## config.mk

```make
export PLATFORM = sky130hd
export DESIGN_NAME = ultrasonic_scheduler
export DESIGN_NICKNAME = d
export VERILOG_FILES = /design/src/rtl/ultrasonic_scheduler.sv
export SDC_FILE = /design/constraint.sdc
export NUM_CORES = 1
export LEC_CHECK = 0
export ABC_AREA = 1
export BUFFER_PORTS_ARGS = -buffer_cell sky130_fd_sc_hd__clkbuf_2
export CORE_MARGIN = 5
export CORE_UTILIZATION = 45
export CTS_BUF_LIST = sky130_fd_sc_hd__clkbuf_4
export CTS_CLUSTER_DIAMETER = 40
export DETAILED_ROUTE_END_ITERATION = 7
export GPL_TIMING_DRIVEN = 0
export HOLD_SLACK_MARGIN = 0.12
export PLACE_DENSITY_LB_ADDON = 0.1
export SETUP_SLACK_MARGIN = 0.05
export SLEW_MARGIN = 20
export SYNTH_ARGS = -nofsm -noshare
export SYNTH_HDL_FRONTEND = slang
export SYNTH_SLANG_ARGS = --single-unit
```

## constraint.sdc

```tcl
create_clock -name clk_125mhz -period 2.1 [get_ports clk_125mhz]
set_input_delay 0.21 -clock clk_125mhz [delete_from_list [all_inputs] [get_ports clk_125mhz]]
set_output_delay 0.21 -clock clk_125mhz [all_outputs]
set_load 0.1 [all_outputs]
```

## src/rtl/ultrasonic_scheduler.sv

```systemverilog
// ultrasonic_scheduler: time-multiplexes up to four HC-SR04 rangers. It triggers one
// sensor at a time in round-robin order, times that sensor's echo pulse, converts the
// width to centimetres and reports one result per slot. Trigger rises are spaced by a
// fixed quiet gap so a late echo from one sensor cannot land in the next sensor's slot.
//
// Ports:
//   clk_125mhz     in   system clock
//   reset          in   synchronous, active-high
//   enable         in   run scheduling while high (sampled in IDLE and at end of GAP)
//   echo           in   raw asynchronous echo pins, one per sensor
//   trig           out  trigger pins, at most one high at a time
//   result_valid   out  one-cycle pulse while a slot result is presented
//   result_sensor  out  sensor index of the last result (held)
//   result_cm      out  distance in cm of the last result, 0 on timeout (held)
//   result_timeout out  last slot had no valid echo (held)
//   busy           out  high whenever the scheduler is not idle
module ultrasonic_scheduler #(
   parameter int unsigned NUM_SENSORS  = 3,
   parameter int unsigned TICKS_PER_US = 125,
   parameter int unsigned TRIG_US      = 10,
   parameter int unsigned TIMEOUT_US   = 30000,
   parameter int unsigned GAP_US       = 60000,
   parameter int unsigned US_PER_CM    = 58
) (
   input  logic                   clk_125mhz,
   input  logic                   reset,
   input  logic                   enable,
   input  logic [NUM_SENSORS-1:0] echo,
   output logic [NUM_SENSORS-1:0] trig,
   output logic                   result_valid,
   output logic [1:0]             result_sensor,
   output logic [15:0]            result_cm,
   output logic                   result_timeout,
   output logic                   busy
);

   localparam int unsigned IDX_W    = 2;
   localparam int unsigned CM_W     = 16;
   localparam int unsigned PRE_W    = $clog2(TICKS_PER_US + 1);
   localparam int unsigned SLOT_MAX = (GAP_US > TIMEOUT_US) ? GAP_US : TIMEOUT_US;
   localparam int unsigned SLOT_W   = $clog2(SLOT_MAX + 1);
   localparam int unsigned SUB_W    = $clog2(US_PER_CM + 1);

   typedef enum logic [2:0] {
      S_IDLE,
      S_TRIG,
      S_WAIT_RISE,
      S_MEASURE,
      S_REPORT,
      S_GAP
   } state_t;

   state_t                 state;
   state_t                 state_next;
   logic [IDX_W-1:0]       idx;
   logic [IDX_W-1:0]       idx_next;
   logic [NUM_SENSORS-1:0] trig_next;
   logic                   report_timeout;
   logic                   rise_take;

   logic [NUM_SENSORS-1:0] echo_meta;
   logic [NUM_SENSORS-1:0] echo_sync;
   logic                   echo_sel;
   logic                   echo_sel_q;
   logic                   echo_rise;
   logic                   echo_fall;

   logic [PRE_W-1:0]       pre_cnt;
   logic                   tick;
   logic [SLOT_W-1:0]      slot_us;
   logic                   trig_entry;
   logic                   trig_done;
   logic                   timeout_hit;
   logic                   gap_done;

   logic [SUB_W-1:0]       sub_us;
   logic [CM_W-1:0]        cm_cnt;
   logic [SUB_W-1:0]       sub_base;
   logic [CM_W-1:0]        cm_base;
   logic                   count_en;

   // Two-flop synchronizer on every echo pin, plus the previous value of the selected one.
   always_ff @(posedge clk_125mhz) begin
      if (reset) begin
         echo_meta  <= '0;
         echo_sync  <= '0;
         echo_sel_q <= 1'b0;
      end else begin
         echo_meta  <= echo;
         echo_sync  <= echo_meta;
         echo_sel_q <= echo_sel;
      end
   end

   // Only the sensor owning the current slot is observed.
   always_comb begin
      echo_sel = 1'b0;
      for (int i = 0; i < NUM_SENSORS; i++) begin
         if (idx == IDX_W'(i)) echo_sel = echo_sync[i];
      end
   end

   assign echo_rise = echo_sel & ~echo_sel_q;
   assign echo_fall = ~echo_sel & echo_sel_q;

   assign tick        = (pre_cnt == PRE_W'(TICKS_PER_US - 1));
   assign trig_entry  = (state_next == S_TRIG) && (state != S_TRIG);
   assign trig_done   = tick && (slot_us == SLOT_W'(TRIG_US - 1));
   assign timeout_hit = (slot_us >= SLOT_W'(TIMEOUT_US));
   assign gap_done    = (slot_us >= SLOT_W'(GAP_US));

   // Microsecond prescaler and saturating slot timer, both restarted at each trigger.
   always_ff @(posedge clk_125mhz) begin
      if (reset) begin
         pre_cnt <= '0;
         slot_us <= '0;
      end else if (trig_entry) begin
         pre_cnt <= '0;
         slot_us <= '0;
      end else begin
         pre_cnt <= tick ? '0 : pre_cnt + 1'b1;
         if (tick && (slot_us < SLOT_W'(GAP_US))) slot_us <= slot_us + 1'b1;
      end
   end

   // The rise cycle itself is counted (from a cleared base) so that exactly one tick is
   // seen per microsecond of synchronized high time, independent of prescaler phase.
   always_comb begin
      sub_base = rise_take ? '0 : sub_us;
      cm_base  = rise_take ? '0 : cm_cnt;
      count_en = tick && echo_sel && ((state == S_MEASURE) || rise_take);
   end

   // Echo width to centimetres: sub-counter divides microseconds by US_PER_CM.
   always_ff @(posedge clk_125mhz) begin
      if (reset) begin
         sub_us <= '0;
         cm_cnt <= '0;
      end else if (count_en) begin
         if (sub_base == SUB_W'(US_PER_CM - 1)) begin
            sub_us <= '0;
            cm_cnt <= cm_base + 1'b1;
         end else begin
            sub_us <= sub_base + 1'b1;
            cm_cnt <= cm_base;
         end
      end else begin
         sub_us <= sub_base;
         cm_cnt <= cm_base;
      end
   end

   // Next-state logic; timeout is tested before the echo edge so it wins a tie.
   always_comb begin
      state_next     = state;
      idx_next       = idx;
      report_timeout = 1'b0;
      rise_take      = 1'b0;
      trig_next      = '0;
      case (state)
         S_IDLE: begin
            if (enable) state_next = S_TRIG;
         end
         S_TRIG: begin
            if (trig_done) state_next = S_WAIT_RISE;
         end
         S_WAIT_RISE: begin
            if (timeout_hit) begin
               state_next     = S_REPORT;
               report_timeout = 1'b1;
            end else if (echo_rise) begin
               state_next = S_MEASURE;
               rise_take  = 1'b1;
            end
         end
         S_MEASURE: begin
            if (timeout_hit) begin
               state_next     = S_REPORT;
               report_timeout = 1'b1;
            end else if (echo_fall) begin
               state_next = S_REPORT;
            end
         end
         S_REPORT: begin
            state_next = S_GAP;
         end
         S_GAP: begin
            if (gap_done) begin
               idx_next   = (idx == IDX_W'(NUM_SENSORS - 1)) ? '0 : idx + 1'b1;
               state_next = enable ? S_TRIG : S_IDLE;
            end
         end
         default: begin
            state_next = S_IDLE;
         end
      endcase
      if (state_next == S_TRIG) begin
         for (int i = 0; i < NUM_SENSORS; i++) trig_next[i] = (idx_next == IDX_W'(i));
      end
   end

   // State register and registered outputs; results hold until the next REPORT.
   always_ff @(posedge clk_125mhz) begin
      if (reset) begin
         state          <= S_IDLE;
         idx            <= '0;
         trig           <= '0;
         result_valid   <= 1'b0;
         result_sensor  <= '0;
         result_cm      <= '0;
         result_timeout <= 1'b0;
         busy           <= 1'b0;
      end else begin
         state        <= state_next;
         idx          <= idx_next;
         trig         <= trig_next;
         result_valid <= (state_next == S_REPORT);
         busy         <= (state_next != S_IDLE);
         if (state_next == S_REPORT) begin
            result_sensor  <= idx;
            result_cm      <= report_timeout ? '0 : cm_cnt;
            result_timeout <= report_timeout;
         end
      end
   end

endmodule

```

==> flow_summary.yaml, run 1 <==
cts:
  cts_sinks: 81
  clock_latency_ns: 0.44
  htree_levels: 3
  clock_path_buffers: 2
  clk_pin_slew_ns: 0.13
  cts_tree: "built"
  clock_tree.root_cell: "clkbuf_4"
  cts_buffers: 9
synth:
  synthDominantAreaCellType: "dfxtp_1"
  synth_fa_ha_area_share_pct: 2.429
  synthesis.area_um2: 4121
  synth_top_area_share_pct: 39.34
  ys.flop_type: "dfxtp_1"
  synth_cell_types: 42
  synth_area_per_cell_um2: 7.295
  ys_top_cells_by_area: "dfxtp_1 (39%), nor2_1 (7.8%), nand2_1 (7.2%)"
  ys_warn_count: 0
  synth_mux_area_share_pct: 0
  synth_compound_area_share_pct: 10.47
  syn_inst: 565
  synth_top_family_by_area: "simple AND/OR/NAND/NOR gates"
  ys_async_sr_fraction_pct: 0
  ys_seq_area_share_pct: 39.34
  synthSimpleGateAreaFrac_pct: 33.82
  synth_common_cells: "nor2_1 (86), dfxtp_1 (81), nand2_1 (79)"
  synth_most_common_cell: "nor2_1"
  syn_nets: 579
  ys_seq_elements: 81
  synth-edff-count: 0
  synth_xor_area_share_pct: 4.250
timing:
  rsz0062_at_grt: "true"
  fmax_mhz: 455.7
  fin_skew_ns: 0.01292
  setup_viol: 15
  finalCritPeriodShare_pct: 104.5
  slew_headroom_pct: 55.54
  hold_viol: 0
  slew_viol_final: 0
  worst_pin_slew_ns: 0.6669
  period_needed_ns: 2.194
  finalWorstSetupSlack_ns: -0.09429
floorplanning:
  io-pin-count: 30
  fp-row-count: 35
  initial_core_util_pct: 45.47
  die_area_um2: 11170
  coreArea_um2: 9065
  die_w_um: 105.7
  die_h_um: 105.7
power:
  worst_ir_drop_vdd_mv: 0.2661
  powerDensity_nw_per_um2: 518.0
  p_total_mw: 2.794
  seq_power_share_pct: 55.4
  p_leak_nw: 2.260
  comb_power_share_pct: 6.2
  p_sw_share_pct: 24.44
  p_switching_mw: 0.6828
  p_clk_share_pct: 38.4
  p_int_mw: 2.111
global_route:
  antenna_found_initial: 0
  grt_max_degree: 14
  grt_pass1_wl_mm: 16.57
  grt_usage_pct: 18.32
  first_global_vias: 3627
  gr-total-overflow: 0
worst_setup_path:
  cp_slowest_cell: "dfxtp_4"
  cp.arrival_ns: 2.55
  worst-path-stages: 18
  cpPeakStageDelay_ns: 0.40
  r2r_slack_ns: -0.09
  start_kind: "register"
  cp_max_fo: 5
  worstPathBufferInverterCount: 3
  cp_top_family: "simple AND/OR/NAND/NOR gates"
  crit_path_cell_trace: "nand2_4 > nand2_2 > nand2_2 > nand2_2 > nor2_4 > nand2_8 > buf_12 > nand2_8 > ha_4 > nand4_1 > inv_1 > nand2_2 > nor2_4 > nand4_1 > inv_2 > nand3_2 > nand2_1 > nor2_1"
  cp.required_ns: 2.46
  path_class: "reg2reg"
  cp_common_cell: "nand2_2"
  cp-end-kind: "register"
  ff2ff_path_depth: 18
drt:
  via_per_inst: 4.963
  drc: 0
  postRouteAntennaNets: 0
  drt_first_pass_iters: 5
  routed_wl_mm: 10.37
  drtIter0Drc: 173
  avgRoutedWirePerCell_um: 13.30
  via_count: 3871
place:
  placed_area_um2: 4459
  gp_congestion: 0.9033
  dp_cells: 705
  port_buffers: 29
  detailedPlacementHpwl_mm: 7.049
outcome:
  outcome: "complete, but fails checks"
  violations: "negative setup slack"
hold_path:
  hold_depth: 2
  hp-class: "reg2reg"
cells_and_area:
  fin_nets: 678
  design_area_um2: 5394
  drive_above_1_share_pct: 35.58
  syn2layout_area_growth_pct: 30.87
  n_antenna_cell: 0
  stdcell_count: 780
flow_run:
  max_cap_viol_count: 0
==> placed cells by master, fill, tap and decap left out, types with 3 or more instances in the layout <==
cell and count:
nand4_1 10, clkbuf_4 11, nand2_2 18, nor3_2 5, dfxtp_2 10, nor2_4 13, buf_4 51, inv_4 9
nor2_1 76, dlygate4sd3_1 4, o21ai_1 3, a21oi_1 19, nand3_4 4, nor3_1 13, inv_1 62, dfxtp_1 62
buf_6 3, xnor2_1 4, nand2_1 66, nor2_2 18, inv_2 13, dfxtp_4 9, clkbuf_2 31, nand3_1 22
o21ai_0 49, nand2_4 9, xor2_1 16, clkbuf_1 5, ha_1 6, nand3_2 9
==> logic make-up after synthesis <==
family | Yosys count
flops | 81
xor+xnor | 20
fa+ha+maj | 8
compound gates | 81
simple gates | 277
buf+inv | 98
==> worst paths after layout <==
kind	start	end
worst max-delay path	slot_us[9]	cm_cnt[13]
worst min-delay path	echo_meta[1]	echo_sync[1]
worst max register to register	slot_us[9]	cm_cnt[13]
worst min register to register	echo_meta[1]	echo_sync[1]
==> through the flow <==
stage	hold slack (ns)	TNS (ns)	utilization (%)	setup WS [ns]
2_1_floorplan	0.3170	0	-	0.03374
3_3_place_gp	0.3892	-2.782	49.19	-0.3335
3_5_place_dp	0.3932	-3.227	49.19	-0.3464
4_1_cts	0.2452	-0.9546	54.78	-0.1173
5_1_grt	0.4151	-5.019	59.50	-0.2494
6_report	0.4100	-0.6879	59.50	-0.09429
==> cell type report <==
type | instances | area (µm²)
Buffer | 13 | 96.34
Clock buffer | 11 | 82.58
Clock inverter | 5 | 80.08
Fill cell | 858 | 3671
Inverter | 85 | 346.6
Multi-Input combinational cell | 386 | 2355
Sequential cell | 81 | 1668
Tap cell | 111 | 138.9
Timing Repair Buffer | 88 | 626.9
==> power by group through the flow <==
stage,combinational (mW),clock (mW),sequential [mW]
floorplan,0.0712,0,1.62
global placement,0.127,0,1.59
detailed placement,0.128,0,1.59
CTS,0.145,1.10,1.55
global route,0.190,1.16,1.55
finish,0.173,1.07,1.55
==> layer usage <==
layer  up-vias  wire length [µm]  GRT usage [%]  part of all wire [%]
met2        51              5303          33.06                    51
li1       2013                 -              -                     -
met4         0               215          5.365                   2.1
met1      1787              4475          21.68                    43
met3        20               378          3.980                   3.6
met5         -                 0              0                     0
==> registers in the layout, indices dropped and copies added (netlist names), 2 cells and up <==
register / count
result_sensor: 2
idx: 2
result_cm: 16
state: 3
slot_us: 16
cm_cnt: 16
echo_meta: 3
pre_cnt: 7
sub_us: 6
trig: 3
echo_sync: 3
==> what timing repair did <==
| item | in CTS | in global routing |
|---|---|---|
| pin swaps | 17 | 28 |
| setup endpoints to repair | 46 | 57 |
| buffers inserted | 22 | 32 |
| resized for setup | 46 | 55 |
| hold buffers | 4 | 0 |
| endpoints found under the hold margin | 5 | 0 |
| gates cloned | 0 | 1 |
==> worst reg2reg max path, delay by kind of cell, from the launching register on <==
kind	cells	cell delay [ns]
adders and majority gates	1	0.12
buffers and inverters	3	0.35
DFF	1	0.40
and+or+nand+nor	14	1.26
Note: power is estimated with default switching activity, not from simulation.
==> run 2: changes to the inputs <==
--- a/config.mk
+++ b/config.mk
@@ -5,10 +5,9 @@
 export SDC_FILE = /design/constraint.sdc
 export NUM_CORES = 1
 export LEC_CHECK = 0
-export ABC_AREA = 1
 export BUFFER_PORTS_ARGS = -buffer_cell sky130_fd_sc_hd__clkbuf_2
 export CORE_MARGIN = 5
-export CORE_UTILIZATION = 45
+export CORE_UTILIZATION = 56
 export CTS_BUF_LIST = sky130_fd_sc_hd__clkbuf_4
 export CTS_CLUSTER_DIAMETER = 40
 export DETAILED_ROUTE_END_ITERATION = 7
==> run 2 against run 1 <==
  * Synthesized cell count shrank 18%
  * Cell count down 20%
  * Wire length is 5.7% higher
  * Design area is 8.9% lower
  * Power down 0.16%
  * Clock skew is 0.0032 ns higher
  * Sequential share of layout area is 2.6 points higher
  * Via count is 0.93% higher
  * Critical path type unchanged
  * The run still ends with negative setup slack left
  * Fmax is 31% lower
  * Area after synthesis decreased by 4.3%
  * Clock power about the same
  * Hold slack worse by 0.14 ns
==> flow_summary.yaml, run 2 <==
floorplanning:
  fp-row-count: 30
  die_h_um: 93.93
  initial_core_util_pct: 57.75
  die_area_um2: 8823
  io-pin-count: 30
  coreArea_um2: 6832
  die_w_um: 93.93
synth:
  ys_seq_elements: 81
  synth_top_area_share_pct: 41.10
  synth-edff-count: 0
  synthDominantAreaCellType: "dfxtp_1"
  synth_common_cells: "dfxtp_1 (81), nand2_1 (53), a21oi_1 (40)"
  syn_inst: 464
  synth_most_common_cell: "dfxtp_1"
  ys.flop_type: "dfxtp_1"
  ys_top_cells_by_area: "dfxtp_1 (41%), a21oi_1 (5.1%), nand2_1 (5.0%)"
  synth_area_per_cell_um2: 8.502
  ys_async_sr_fraction_pct: 0
  synth_cell_types: 54
  ys_warn_count: 0
  syn_nets: 478
  synthesis.area_um2: 3945
  ys_seq_area_share_pct: 41.10
cts:
  cts_sinks: 81
  clock_tree.root_cell: "clkbuf_4"
  clock_path_buffers: 2
  cts_tree: "built"
  clock_latency_ns: 0.45
  htree_levels: 3
  clk_pin_slew_ns: 0.13
  cts_buffers: 9
cells_and_area:
  final_cell_mix: "dfxtp_1 (65), nand2_1 (53), a21oi_1 (38)"
  mostFrequentLayoutCell: "dfxtp_1"
  reg_top3: "cm_cnt: 16 flops, result_cm: 16 flops, slot_us: 16 flops"
  fin_nets: 540
  syn2layout_area_growth_pct: 24.58
  fin_util_pct: 71.94
  drive_above_1_share_pct: 26.79
  n_antenna_cell: 0
drt:
  via_count: 3907
  routed_wl_mm: 10.97
  drtIter0Drc: 216
  drt_first_pass_iters: 7
  postRouteAntennaNets: 0
  avgRoutedWirePerCell_um: 17.52
  via_per_inst: 6.241
  drc: 0
global_route:
  grt_usage_pct: 26.40
  antenna_found_initial: 0
  grt_pass1_wl_mm: 18.51
  gr-total-overflow: 0
  first_global_vias: 3823
  grt_max_degree: 15
hold_path:
  hp-class: "in2reg"
  hold_start: "reset"
worst_setup_path:
  cp.required_ns: 2.48
  cp-end-kind: "register"
  path_class: "reg2reg"
  crit_start: "slot_us[6]"
  start_kind: "register"
  worstReg2RegStart: "slot_us[6]"
  cp.arrival_ns: 3.56
  cp_max_fo: 8
timing:
  worst_hold_slack_ns: 0.2730
  worst_pin_slew_ns: 0.7150
  finalCritPeriodShare_pct: 151.6
  fin_skew_ns: 0.01614
  finalWorstSetupSlack_ns: -1.083
  rsz0062_at_grt: "true"
  fmax_mhz: 314.1
  slew_viol_final: 0
  hold_viol: 0
  period_needed_ns: 3.183
  slew_headroom_pct: 51.96
  setup_viol: 45
flow_run:
  max_cap_viol_count: 0
place:
  detailedPlacementHpwl_mm: 7.087
  port_buffers: 28
  pre_cts_slack_ns: -1.479
  gp_congestion: 0.8989
power:
  p_int_mw: 2.083
  p_clk_share_pct: 37.8
  seq_power_share_pct: 55.8
  worst_ir_drop_vdd_mv: 0.5181
  p_leak_nw: 1.750
  p_sw_share_pct: 25.34
  powerDensity_nw_per_um2: 567.6
  p_switching_mw: 0.7069
  comb_power_share_pct: 6.5
outcome:
  violations: "negative setup slack"
  outcome: "complete, but fails checks"
==> run 2: cell families after synthesis <==
group,count (synthesis),synth area share (%)
simple gates,177,23.85
compound gates,129,22.14
flops,81,41.10
buf+inv,44,4.694
xor+xnor,21,4.662
fa+ha+maj,9,2.791
mux,3,0.7612
==> run 2: worst paths after layout <==
check / to / slack (ns) / cells after the start
max: cm_cnt[14] / -1.08 / 13
max reg2reg: cm_cnt[14] / -1.08 / 13
min reg2reg: echo_sync[1] / 0.45 / 1
min: pre_cnt[3] / 0.27 / 2
==> run 2: power by group through the flow <==
stage,Sequential (mW),Clock [mW],Combinational (mW)
2_1_floorplan,1.62,0,0.0826
3_3_place_gp,1.59,0,0.144
3_5_place_dp,1.59,0,0.147
4_1_cts,1.56,1.06,0.174
5_1_grt,1.56,1.13,0.194
6_report,1.56,1.05,0.180
==> run 2: repair_timing <==
item                                   4_1_cts  5_1_grt
resized for setup                           68       29
gates cloned                                 3        0
setup endpoints to repair                   68       69
endpoints found under the hold margin        3        0
hold buffers                                 3        0
pin swaps                                   26       10
setup buffers                               42        4
==> run 2: stage by stage <==
step	total power, mW	TNS [ns]	cell area (µm²)	cells
5_1_grt	2.879	-26.05	4915	626
2_1_floorplan	1.699	-16.62	3986	464
3_5_place_dp	1.740	-38.66	4247	588
3_3_place_gp	1.737	-35.35	4247	588
6_report	2.790	-21.55	4915	626
4_1_cts	2.790	-20.12	4900	630
==> run 2: layer usage <==
metal  GRT usage, %  routed length (µm)  up-vias
li1               -                   -     1848
met2          46.66                5653      149
met4          11.43                 303        0
met1          30.88                4439     1874
met5              0                   0        -
met3          5.048                 570       36
==> run 2: area by class of cell <==
cell class / instances / area [µm²]
multi-input cells: 339 / 2376
fillers: 546 / 1917
flip-flops and latches: 81 / 1649
repair buffers: 60 / 406.6
plain buffers: 26 / 168.9
well taps: 96 / 120.1
clock inverters: 6 / 90.09
clock buffers: 9 / 67.56
inverters: 9 / 36.28
==> run 2: critical path: stages, from the launching register on <==
cell and delay, ns:
dfxtp_4 0.40, a211o_1 0.28, a21oi_2 0.17, o211ai_1 0.12, buf_4 0.18, and2_4 0.14
inv_4 0.06, ha_4 0.11, nand4_1 0.13, or3_4 0.38, or3_4 0.37, buf_6 0.15
or4_4 0.46, a21oi_1 0.15
==> run 3: changes to the inputs <==
--- a/config.mk
+++ b/config.mk
@@ -6,6 +6,7 @@
 export NUM_CORES = 1
 export LEC_CHECK = 0
 export BUFFER_PORTS_ARGS = -buffer_cell sky130_fd_sc_hd__clkbuf_2
+export CORE_ASPECT_RATIO = 1.2
 export CORE_MARGIN = 5
 export CORE_UTILIZATION = 56
 export CTS_BUF_LIST = sky130_fd_sc_hd__clkbuf_4
==> run 3 against run 2 <==
  * Hold slack lost 0.019 ns
  * The run still ends with negative setup slack left
  * Global-route usage down 1.5 points
  * Critical endpoint is now cm_cnt[10]
  * Worst setup slack gained 0.019 ns
  * Non-clock buffer count fell by 6
  * Via count is 2.3% lower
  * Critical path depth rose by 1
  * Sequential cell count did not move
  * Sequential power about the same
  * Design area fell by 0.71%
  * First-iteration DRC count down 15%
  * Clock power rose by 9%
  * Combinational power fell by 4%
  * Critical path type unchanged
  * Largest cell class unchanged
==> flow_summary.yaml, run 3 (synthesized netlist as in run 2, its figures left out) <==
global_route:
  grtUsageMet3_pct: 3.790
  first_global_vias: 3741
  busiest_layer: "met2"
  grt_usage_pct: 24.95
  gr-total-overflow: 0
  met1_usage_pct: 27.05
  grt_util_met2_pct: 46.76
  grt_max_degree: 14
  antenna_found_initial: 0
  grt_pass1_wl_mm: 17.60
cells_and_area:
  n_antenna_cell: 0
  syn2layout_area_growth_pct: 23.69
  final_cell_mix: "dfxtp_1 (71), nand2_1 (53), a21oi_1 (35)"
  reg_top3: "cm_cnt: 16 flops, result_cm: 16 flops, slot_us: 16 flops"
  drive_above_1_share_pct: 25.76
  design_area_um2: 4880
  mostFrequentLayoutCell: "dfxtp_1"
  fin_nets: 534
  n_fill_cell: 562
timing:
  worst_hold_slack_ns: 0.2539
  hold_viol: 0
  rsz0062_at_grt: "true"
  finalCritPeriodShare_pct: 150.7
  slew_viol_final: 0
  setup_viol: 44
  period_needed_ns: 3.164
  worst_pin_slew_ns: 0.6210
  tns_ns: -21.94
  finalWorstSetupSlack_ns: -1.064
  fin_skew_ns: 0.01258
  fmax_mhz: 316.0
  slew_headroom_pct: 58.60
floorplanning:
  initial_core_util_pct: 57.56
  die_h_um: 101.9
  coreArea_um2: 6854
  io-pin-count: 30
  fp-row-count: 33
  die_w_um: 86.62
  die_area_um2: 8830
cts:
  clock_path_buffers: 2
  clk_pin_slew_ns: 0.13
  cts_buffers: 9
  clock_latency_ns: 0.43
  cts_tree: "built"
  clock_tree.root_cell: "clkbuf_4"
  htree_levels: 3
  cts_sinks: 81
drt:
  via_count: 3816
  postRouteAntennaNets: 0
  via_per_inst: 6.245
  routed_wl_mm: 10.63
  avgRoutedWirePerCell_um: 17.39
  drc: 0
  drt_first_pass_iters: 6
  drtIter0Drc: 183
worst_setup_path:
  cp.arrival_ns: 3.47
  regToRegEndpoint: "cm_cnt[10]"
  worstReg2RegStart: "slot_us[5]"
  cp_max_fo: 10
  path_class: "reg2reg"
  start_kind: "register"
  crit_start: "slot_us[5]"
  crit_path_cell_trace: "a211o_1 > a21oi_2 > o211ai_1 > buf_4 > and2_4 > inv_4 > ha_4 > nand4_1 > or3_4 > or3_4 > buf_8 > clkbuf_16 > o31ai_1 > a21oi_1"
  ff2ff_path_depth: 14
  endpoint: "cm_cnt[10]"
  cpPeakStageDelay_ns: 0.41
  r2r_slack_ns: -1.06
  cp-end-kind: "register"
  cp.required_ns: 2.41
  cp_slowest_cell: "or3_4"
  cp_common_cell: "or3_4"
place:
  detailedPlacementHpwl_mm: 6.908
  placed_area_um2: 4235
  gp_congestion: 0.9117
  port_buffers: 28
outcome:
  outcome: "complete, but fails checks"
  violations: "negative setup slack"
power:
  worst_ir_drop_vdd_mv: 0.3602
  p_leak_nw: 1.739
  powerDensity_nw_per_um2: 587.3
hold_path:
  hp-class: "in2reg"
flow_run:
  max_cap_viol_count: 0
run 3: changes by cell type in the layout (fill, tap and decap cells not counted), sizes merged:
cell / before / now
clkinv: 1 / 3
bufinv: 2 / 3
inv: 11 / 9
clkdlybuf4s15: 1 / 0
buf: 35 / 33
clkinvlp: 1 / 0
clkbuf: 56 / 53
run 3: area by class of cell:
| type | instances | area [µm²] | area share [%] |
|---|---|---|---|
| clock inverters | 6 | 107.6 | 2.205 |
| well taps | 87 | 108.9 | 2.231 |
| flip-flops and latches | 81 | 1639 | 33.59 |
| plain buffers | 26 | 182.7 | 3.744 |
| multi-input cells | 339 | 2380 | 48.77 |
| inverters | 9 | 36.28 | 0.7436 |
| clock buffers | 9 | 67.56 | 1.385 |
| repair buffers | 54 | 357.8 | 7.333 |
run 3: layer usage:
metal	part of all wire [%]	vias up	wire length (µm)
met1	40	1823	4265
met3	3.7	24	398
met2	54	127	5739
li1	-	1842	-
met5	0	-	0
met4	2.1	0	223
run 3: worst max-delay path: cells and delay by family (launching register included):
kind                       cells  cell delay (ns)
adders and majority gates      1             0.11
AOI/OAI and AO/OA              5             1.01
buffers and inverters          4             0.55
DFF                            1             0.37
and+or+nand+nor                4             1.00
run 3: worst min path at each step:
stage,end,cells after the start,start
after floorplan,echo_meta[0],1,echo[0]
after global placement,echo_sync[1],1,echo_meta[1]
after detailed placement,echo_sync[1],1,echo_meta[1]
after CTS,pre_cnt[3],2,reset
after global routing,pre_cnt[0],2,reset
final,pre_cnt[0],2,reset
run 3: power by group:
group          total, mW  switching (mW)  internal, mW
clock               1.14           0.544         0.593
combinational      0.172           0.124        0.0478
sequential          1.56         0.00849          1.55
run 3: metrics by stage:
stage / power [mW] / util, % / std cells / setup slack (ns)
final: 2.866 / 71.19 / 611 / -1.064
after CTS: 2.881 / 69.08 / 605 / -1.041
after global placement: 1.735 / 61.79 / 579 / -1.322
after floorplan: 1.699 / - / 464 / -1.039
after global routing: 2.969 / 71.19 / 611 / -1.152
after detailed placement: 1.738 / 61.79 / 579 / -1.375
run 3: what timing repair did:
action / 4_1_cts / 5_1_grt
setup buffers: 16 / 7
hold endpoints to repair: 3 / 0
endpoints found under the setup margin: 68 / 69
hold buffers: 3 / 0
resized for setup: 53 / 42
pin swaps: 23 / 20
